===== config.mk =====
export PLATFORM = sky130hd
export DESIGN_NAME = in_unit
export DESIGN_NICKNAME = d
export VERILOG_FILES = /design/src/rtl/in_unit.sv
export SDC_FILE = /design/constraint.sdc
export NUM_CORES = 1
export LEC_CHECK = 0
export BUFFER_PORTS_ARGS = -buffer_cell sky130_fd_sc_hd__buf_2
export CAP_MARGIN = 20
export CORE_MARGIN = 5
export CORE_UTILIZATION = 45
export CTS_BUF_LIST = sky130_fd_sc_hd__clkbuf_4
export DETAILED_ROUTE_END_ITERATION = 8
export PLACE_DENSITY = 0.67
export SETUP_SLACK_MARGIN = 0.4
export SYNTH_ARGS = -nofsm -noshare
export SYNTH_HDL_FRONTEND = slang
export SYNTH_SLANG_ARGS = --single-unit

===== constraint.sdc =====
create_clock -name clk -period 2.8 [get_ports clk]
set_input_delay 0.56 -clock clk [delete_from_list [all_inputs] [get_ports clk]]
set_output_delay 0.56 -clock clk [all_outputs]
set_load 0.01 [all_outputs]

===== src/rtl/in_unit.sv =====
// MIX card-reader input unit: decodes UART bytes to MIX character codes and writes blocks of packed 30-bit words.
// Optional build macro LOWERCASE_FOLD_EN folds a-z onto A-Z; when it is undefined, a-z decode to 0.
module in_unit #(
    parameter int BLOCK_WORDS = 4
) (
    input  logic        clk,
    input  logic        reset_n,
    input  logic        start,
    input  logic [11:0] addressin,
    input  logic [7:0]  rx_data,
    input  logic        rx_valid,
    output logic [11:0] addressout,
    output logic [29:0] dataout,
    output logic        write,
    input  logic        wack,
    output logic        stop,
    output logic        busy,
    output logic        overrun
);
    localparam int WCW = (BLOCK_WORDS > 1) ? $clog2(BLOCK_WORDS) : 1;
    localparam logic [WCW-1:0] WC_LAST = WCW'(BLOCK_WORDS - 1);

    typedef enum logic [2:0] {
        IDLE  = 3'd0,
        RECV  = 3'd1,
        PAD   = 3'd2,
        SKIP  = 3'd3,
        FLUSH = 3'd4
    } state_t;

    state_t          r_state, w_state;
    logic [11:0]     r_addr, w_addr;
    logic [11:0]     r_addr_next, w_addr_next;
    logic [29:0]     r_data, w_data;
    logic [23:0]     r_shift, w_shift;
    logic [2:0]      r_cc, w_cc;
    logic [WCW-1:0]  r_wc, w_wc;
    logic            r_write, w_write;
    logic            r_stop, w_stop;
    logic            r_busy, w_busy;
    logic            r_overrun, w_overrun;
    logic            r_pending, w_pending;
    logic            w_push;
    logic [5:0]      w_code;
    logic            w_rx_cr, w_rx_lf;
    logic            w_unused;

    assign w_unused = rx_data[7];
    assign w_rx_cr  = rx_valid && (rx_data[6:0] == 7'd13);
    assign w_rx_lf  = rx_valid && (rx_data[6:0] == 7'd10);

    function automatic logic [5:0] f_decode(input logic [6:0] c);
        logic [6:0] u;
        logic [6:0] t;
        u = c;
`ifdef LOWERCASE_FOLD_EN
        if (c >= 7'd97 && c <= 7'd122) u = c - 7'd32;
`endif
        t = 7'd0;
        if (u >= 7'd65 && u <= 7'd73)      t = u - 7'd64;
        else if (u >= 7'd74 && u <= 7'd82) t = u - 7'd63;
        else if (u >= 7'd83 && u <= 7'd90) t = u - 7'd61;
        else if (u >= 7'd48 && u <= 7'd57) t = u - 7'd18;
        else begin
            case (u)
                7'd46:   t = 7'd40;
                7'd44:   t = 7'd41;
                7'd40:   t = 7'd42;
                7'd41:   t = 7'd43;
                7'd43:   t = 7'd44;
                7'd45:   t = 7'd45;
                7'd42:   t = 7'd46;
                7'd47:   t = 7'd47;
                7'd61:   t = 7'd48;
                default: t = 7'd0;
            endcase
        end
        return t[5:0];
    endfunction

    always_ff @(posedge clk or negedge reset_n) begin
        if (!reset_n) r_state <= IDLE;
        else          r_state <= w_state;
    end

    always_comb begin
        w_state     = r_state;
        w_addr      = r_addr;
        w_addr_next = r_addr_next;
        w_data      = r_data;
        w_shift     = r_shift;
        w_cc        = r_cc;
        w_wc        = r_wc;
        w_write     = r_write;
        w_stop      = 1'b0;
        w_busy      = r_busy;
        w_overrun   = r_overrun;
        w_pending   = r_pending;
        w_push      = 1'b0;
        w_code      = 6'd0;

        if (r_write && wack) begin
            w_write = 1'b0;
            w_addr  = r_addr + 12'd1;
        end
        if (start && r_busy) begin
            w_addr_next = addressin;
            w_pending   = 1'b1;
        end

        case (r_state)
            IDLE: begin
                if (start) begin
                    w_busy  = 1'b1;
                    w_addr  = addressin;
                    w_stop  = 1'b1;
                    w_shift = 24'd0;
                    w_cc    = 3'd0;
                    w_wc    = '0;
                    w_state = RECV;
                end
            end
            RECV: begin
                if (w_rx_cr) begin
                    w_state = PAD;
                end else if (rx_valid && !w_rx_lf) begin
                    w_push = 1'b1;
                    w_code = f_decode(rx_data[6:0]);
                end
            end
            PAD: begin
                w_push = 1'b1;
            end
            SKIP: begin
                if (w_rx_cr) w_state = FLUSH;
            end
            FLUSH: begin
                // A start arriving in the completion cycle counts as a queued block.
                if (!r_write || wack) begin
                    w_pending = 1'b0;
                    if (r_pending || start) begin
                        w_stop  = 1'b1;
                        w_addr  = start ? addressin : r_addr_next;
                        w_state = RECV;
                    end else begin
                        w_busy  = 1'b0;
                        w_state = IDLE;
                    end
                end
            end
            default: w_state = IDLE;
        endcase

        if (w_push) begin
            if (r_cc == 3'd4) begin
                w_data  = {r_shift, w_code};
                w_write = 1'b1;
                if (r_write && !wack) w_overrun = 1'b1;
                w_shift = 24'd0;
                w_cc    = 3'd0;
                if (r_wc == WC_LAST) begin
                    w_wc    = '0;
                    w_state = (r_state == RECV) ? SKIP : FLUSH;
                end else begin
                    w_wc = r_wc + 1'b1;
                end
            end else begin
                w_shift = {r_shift[17:0], w_code};
                w_cc    = r_cc + 3'd1;
            end
        end
    end

    always_ff @(posedge clk or negedge reset_n) begin
        if (!reset_n) begin
            r_addr      <= 12'd0;
            r_addr_next <= 12'd0;
            r_data      <= 30'd0;
            r_shift     <= 24'd0;
            r_cc        <= 3'd0;
            r_wc        <= '0;
            r_write     <= 1'b0;
            r_stop      <= 1'b0;
            r_busy      <= 1'b0;
            r_overrun   <= 1'b0;
            r_pending   <= 1'b0;
        end else begin
            r_addr      <= w_addr;
            r_addr_next <= w_addr_next;
            r_data      <= w_data;
            r_shift     <= w_shift;
            r_cc        <= w_cc;
            r_wc        <= w_wc;
            r_write     <= w_write;
            r_stop      <= w_stop;
            r_busy      <= w_busy;
            r_overrun   <= w_overrun;
            r_pending   <= w_pending;
        end
    end

    assign addressout = r_addr;
    assign dataout    = r_data;
    assign write      = r_write;
    assign stop       = r_stop;
    assign busy       = r_busy;
    assign overrun    = r_overrun;

endmodule

==> run summary <==
Initial Util: 0.456
Die W: 112 um
dpl cells: 637
pwr/cell area: 766 nW/um^2
post-synthesis net count: 470
Routed WL: 10,100 um
vias per cell: 5.43
Post-synth EDFFs: 0
Tmin final: 2090 ps
final setup vio count: 0
leakage: 0.00264 uW
clock skew: 12.7 ps
Synth cell types: 66
crit path kind: in2reg
crit path launch: rx_data[0]
Die Footprint: 12,500 um^2
total gr overflow: 0
TNS Setup: 0 ps
reg2reg end: r_state[1]$_DFF_PN0_
Achievable Freq: 479 MHz
critical-path maximum fanout: 6
layout cells sized above 1: 0.288
CTS root buf: clkbuf_4
FF-to-FF Start: r_cc[0]$_DFFE_PN0P_
Yosys warnings: 0
Starting DRT DRC Count: 150
commonest cells after routing, fill and taps aside: 91 x dfrtp_1, 68 x buf_2, 38 x nand2_1
max_cap viols: 0
RSZ-0062 raised after global routing: no
Hold Vio Cnt, Final: 0
required time of the critical path: 3120 ps
drc violations: 0
Die Ht: 112 um
Reg clk slew, reported paths: 150 ps
Least-Margin Pin Slew: 642 ps
routability cong.: 0.848
period utilisation layout: 0.745
register area: 2280 um^2
setup repair bufs after CTS: 0
Area Overhead vs Synth: 15.2%
vias in the first global route: 3,579
fin. max-slew vios: 0
Setup crit end: r_state[1]$_DFF_PN0_
Port Buffers: 69
global-route usage over all layers: 0.167
largest net degree at the start of global routing: 46
Cell Area, Synth: 4670 um^2
Top Ports: 71
Gate Count Post-Synth: 431
Routed Antenna Nets: 0
maximum VDD drop: 0.263 mV
Initial DRT Pass Iterations: 4
relative slew slack: 0.572
CTS tree: done
outcome: completed
sequential-to-total area share from yosys stat: 0.488
initial antenna violation count: 0
via count: 3,543
first-pass GRT wire length: 17,400 um
R2R cell count: 8
Diodes inserted: 0
insertion delay to the later sink of the worst-skew pair: 440 ps
CTS Buf Count: 9
nets@finish: 551
mean post-synth cell area: 10.8 um^2
crit path launch type: input pin
Non-Filler Instances: 653
CTS sink cnt: 91
Reg2Reg Setup Slack: 780 ps
Post-DP HPWL: 7490 um
Crit. End Element: register
PostCTS Resize Cnt: 0
multi-input gate area in the final layout: 2220 um^2
Hold-fix buffers, CTS: 0
worst path arrival time: 2410 ps
htree depth: 3
Synth Flop Type: dfrtp_1
commonest non-fill, non-tap cell in the layout: dfrtp_1
drt wl/cell: 15.5 um
Hold Crit Class: in2async
core area: 10,200 um^2
site row count: 37
# fillers: 941
Synth Register Bits: 91
Max clock buf depth: 2
Synth async-reset ratio: 1.00
## per-stage QoR
stage	setup WS, ps	power [uW]	utilization	hold slack [ps]	area [um^2]
floorplan	423	2980	-	264	4680
global placement	313	3480	0.514	465	5260
detailed placement	260	3530	0.514	477	5260
CTS	743	4170	0.526	81.6	5380
global route	527	4420	0.526	92.0	5380
finish	713	4120	0.526	81.9	5380
## sequential cells by signal, summed over array words and instances, names as in the netlist
signal,count
overrun,1
write,1
stop,1
dataout,30
r_pending,1
r_cc,3
busy,1
r_wc,2
r_shift,24
addressout,12
r_state,3
r_addr_next,12
## kinds of logic (layout without fill, tap and decap cells)
kind of cell             count (synthesis)  after routing  share of synthesized area
AO/OA/AOI/OAI                          118            118                      0.189
AND/OR/NAND/NOR                        112            112                      0.119
flip-flops                              91             91                      0.488
multiplexers                            41             41                     0.0970
buffers and inverters                   39            125                     0.0402
XOR/XNOR                                16             16                     0.0300
adder cells (fa/ha/maj)                 14             14                     0.0375
## cell usage after synthesis, types with 3 or more instances
| cell | n | area, um^2 |
|---|---|---|
| dfrtp_1 | 91 | 2280 |
| nand2_1 | 38 | 143 |
| mux2_2 | 34 | 383 |
| nor2_1 | 27 | 101 |
| o21ai_0 | 27 | 135 |
| a22o_1 | 21 | 184 |
| inv_1 | 20 | 75.1 |
| a21oi_1 | 14 | 70.1 |
| ha_1 | 14 | 175 |
| xnor2_1 | 12 | 105 |
| buf_2 | 9 | 45.0 |
| nand3_1 | 9 | 45.0 |
| mux2i_1 | 7 | 70.1 |
| nor2b_1 | 6 | 37.5 |
| nand2b_1 | 5 | 31.3 |
| o221ai_1 | 5 | 43.8 |
| o31ai_1 | 5 | 37.5 |
| a32o_1 | 4 | 40.0 |
| o2111ai_1 | 4 | 35.0 |
| o22ai_1 | 4 | 25.0 |
| or3_1 | 4 | 25.0 |
| xor2_1 | 4 | 35.0 |
| and2_1 | 3 | 18.8 |
| and3_1 | 3 | 18.8 |
| buf_6 | 3 | 33.8 |
| clkbuf_1 | 3 | 11.3 |
| o21a_1 | 3 | 22.5 |
## worst max-delay path, cell delays in order
cell and delay [ps]:
buf_2 160, inv_1 100, ha_1 210, nor2b_2 200, a311oi_1 390, a22oi_2 150
nand2b_1 230, nor2b_1 150, o41ai_1 260
## where the power goes
part | switching, uW | internal, uW | total (uW) | leakage (uW)
logic | 750 | 703 | 1450 | 0.00139
registers | 307 | 1720 | 2030 | 0.00119
clock network | 454 | 186 | 640 | 0.0000620
## layout make-up
cell class                      instances  area share
Timing Repair Buffer                   89      0.0972
Tap cell                              136      0.0316
Clock inverter                          7     0.00930
Inverter                               20      0.0140
Clock buffer                            9      0.0126
Multi-Input combinational cell        301       0.412
Sequential cell                        91       0.423
## worst min-delay path by stage
stage	slack, ps	endpoint
finish	80	dataout[1]$_DFFE_PN0P_
global route	90	dataout[4]$_DFFE_PN0P_
CTS	80	dataout[1]$_DFFE_PN0P_
detailed placement	480	r_addr_next[9]$_DFFE_PN0P_
global placement	470	dataout[5]$_DFFE_PN0P_
floorplan	260	addressout[0]$_DFF_PN0_
## per-layer routing
layer  routed length [um]  GRT usage  vias up
li1                     -          -     1736
met1                 4760      0.221     1733
met2                 4780      0.270       59
met3                  383     0.0342       15
met4                  190     0.0657        0
met5                    0          0        -
Power figures use the tool's default switching activity.
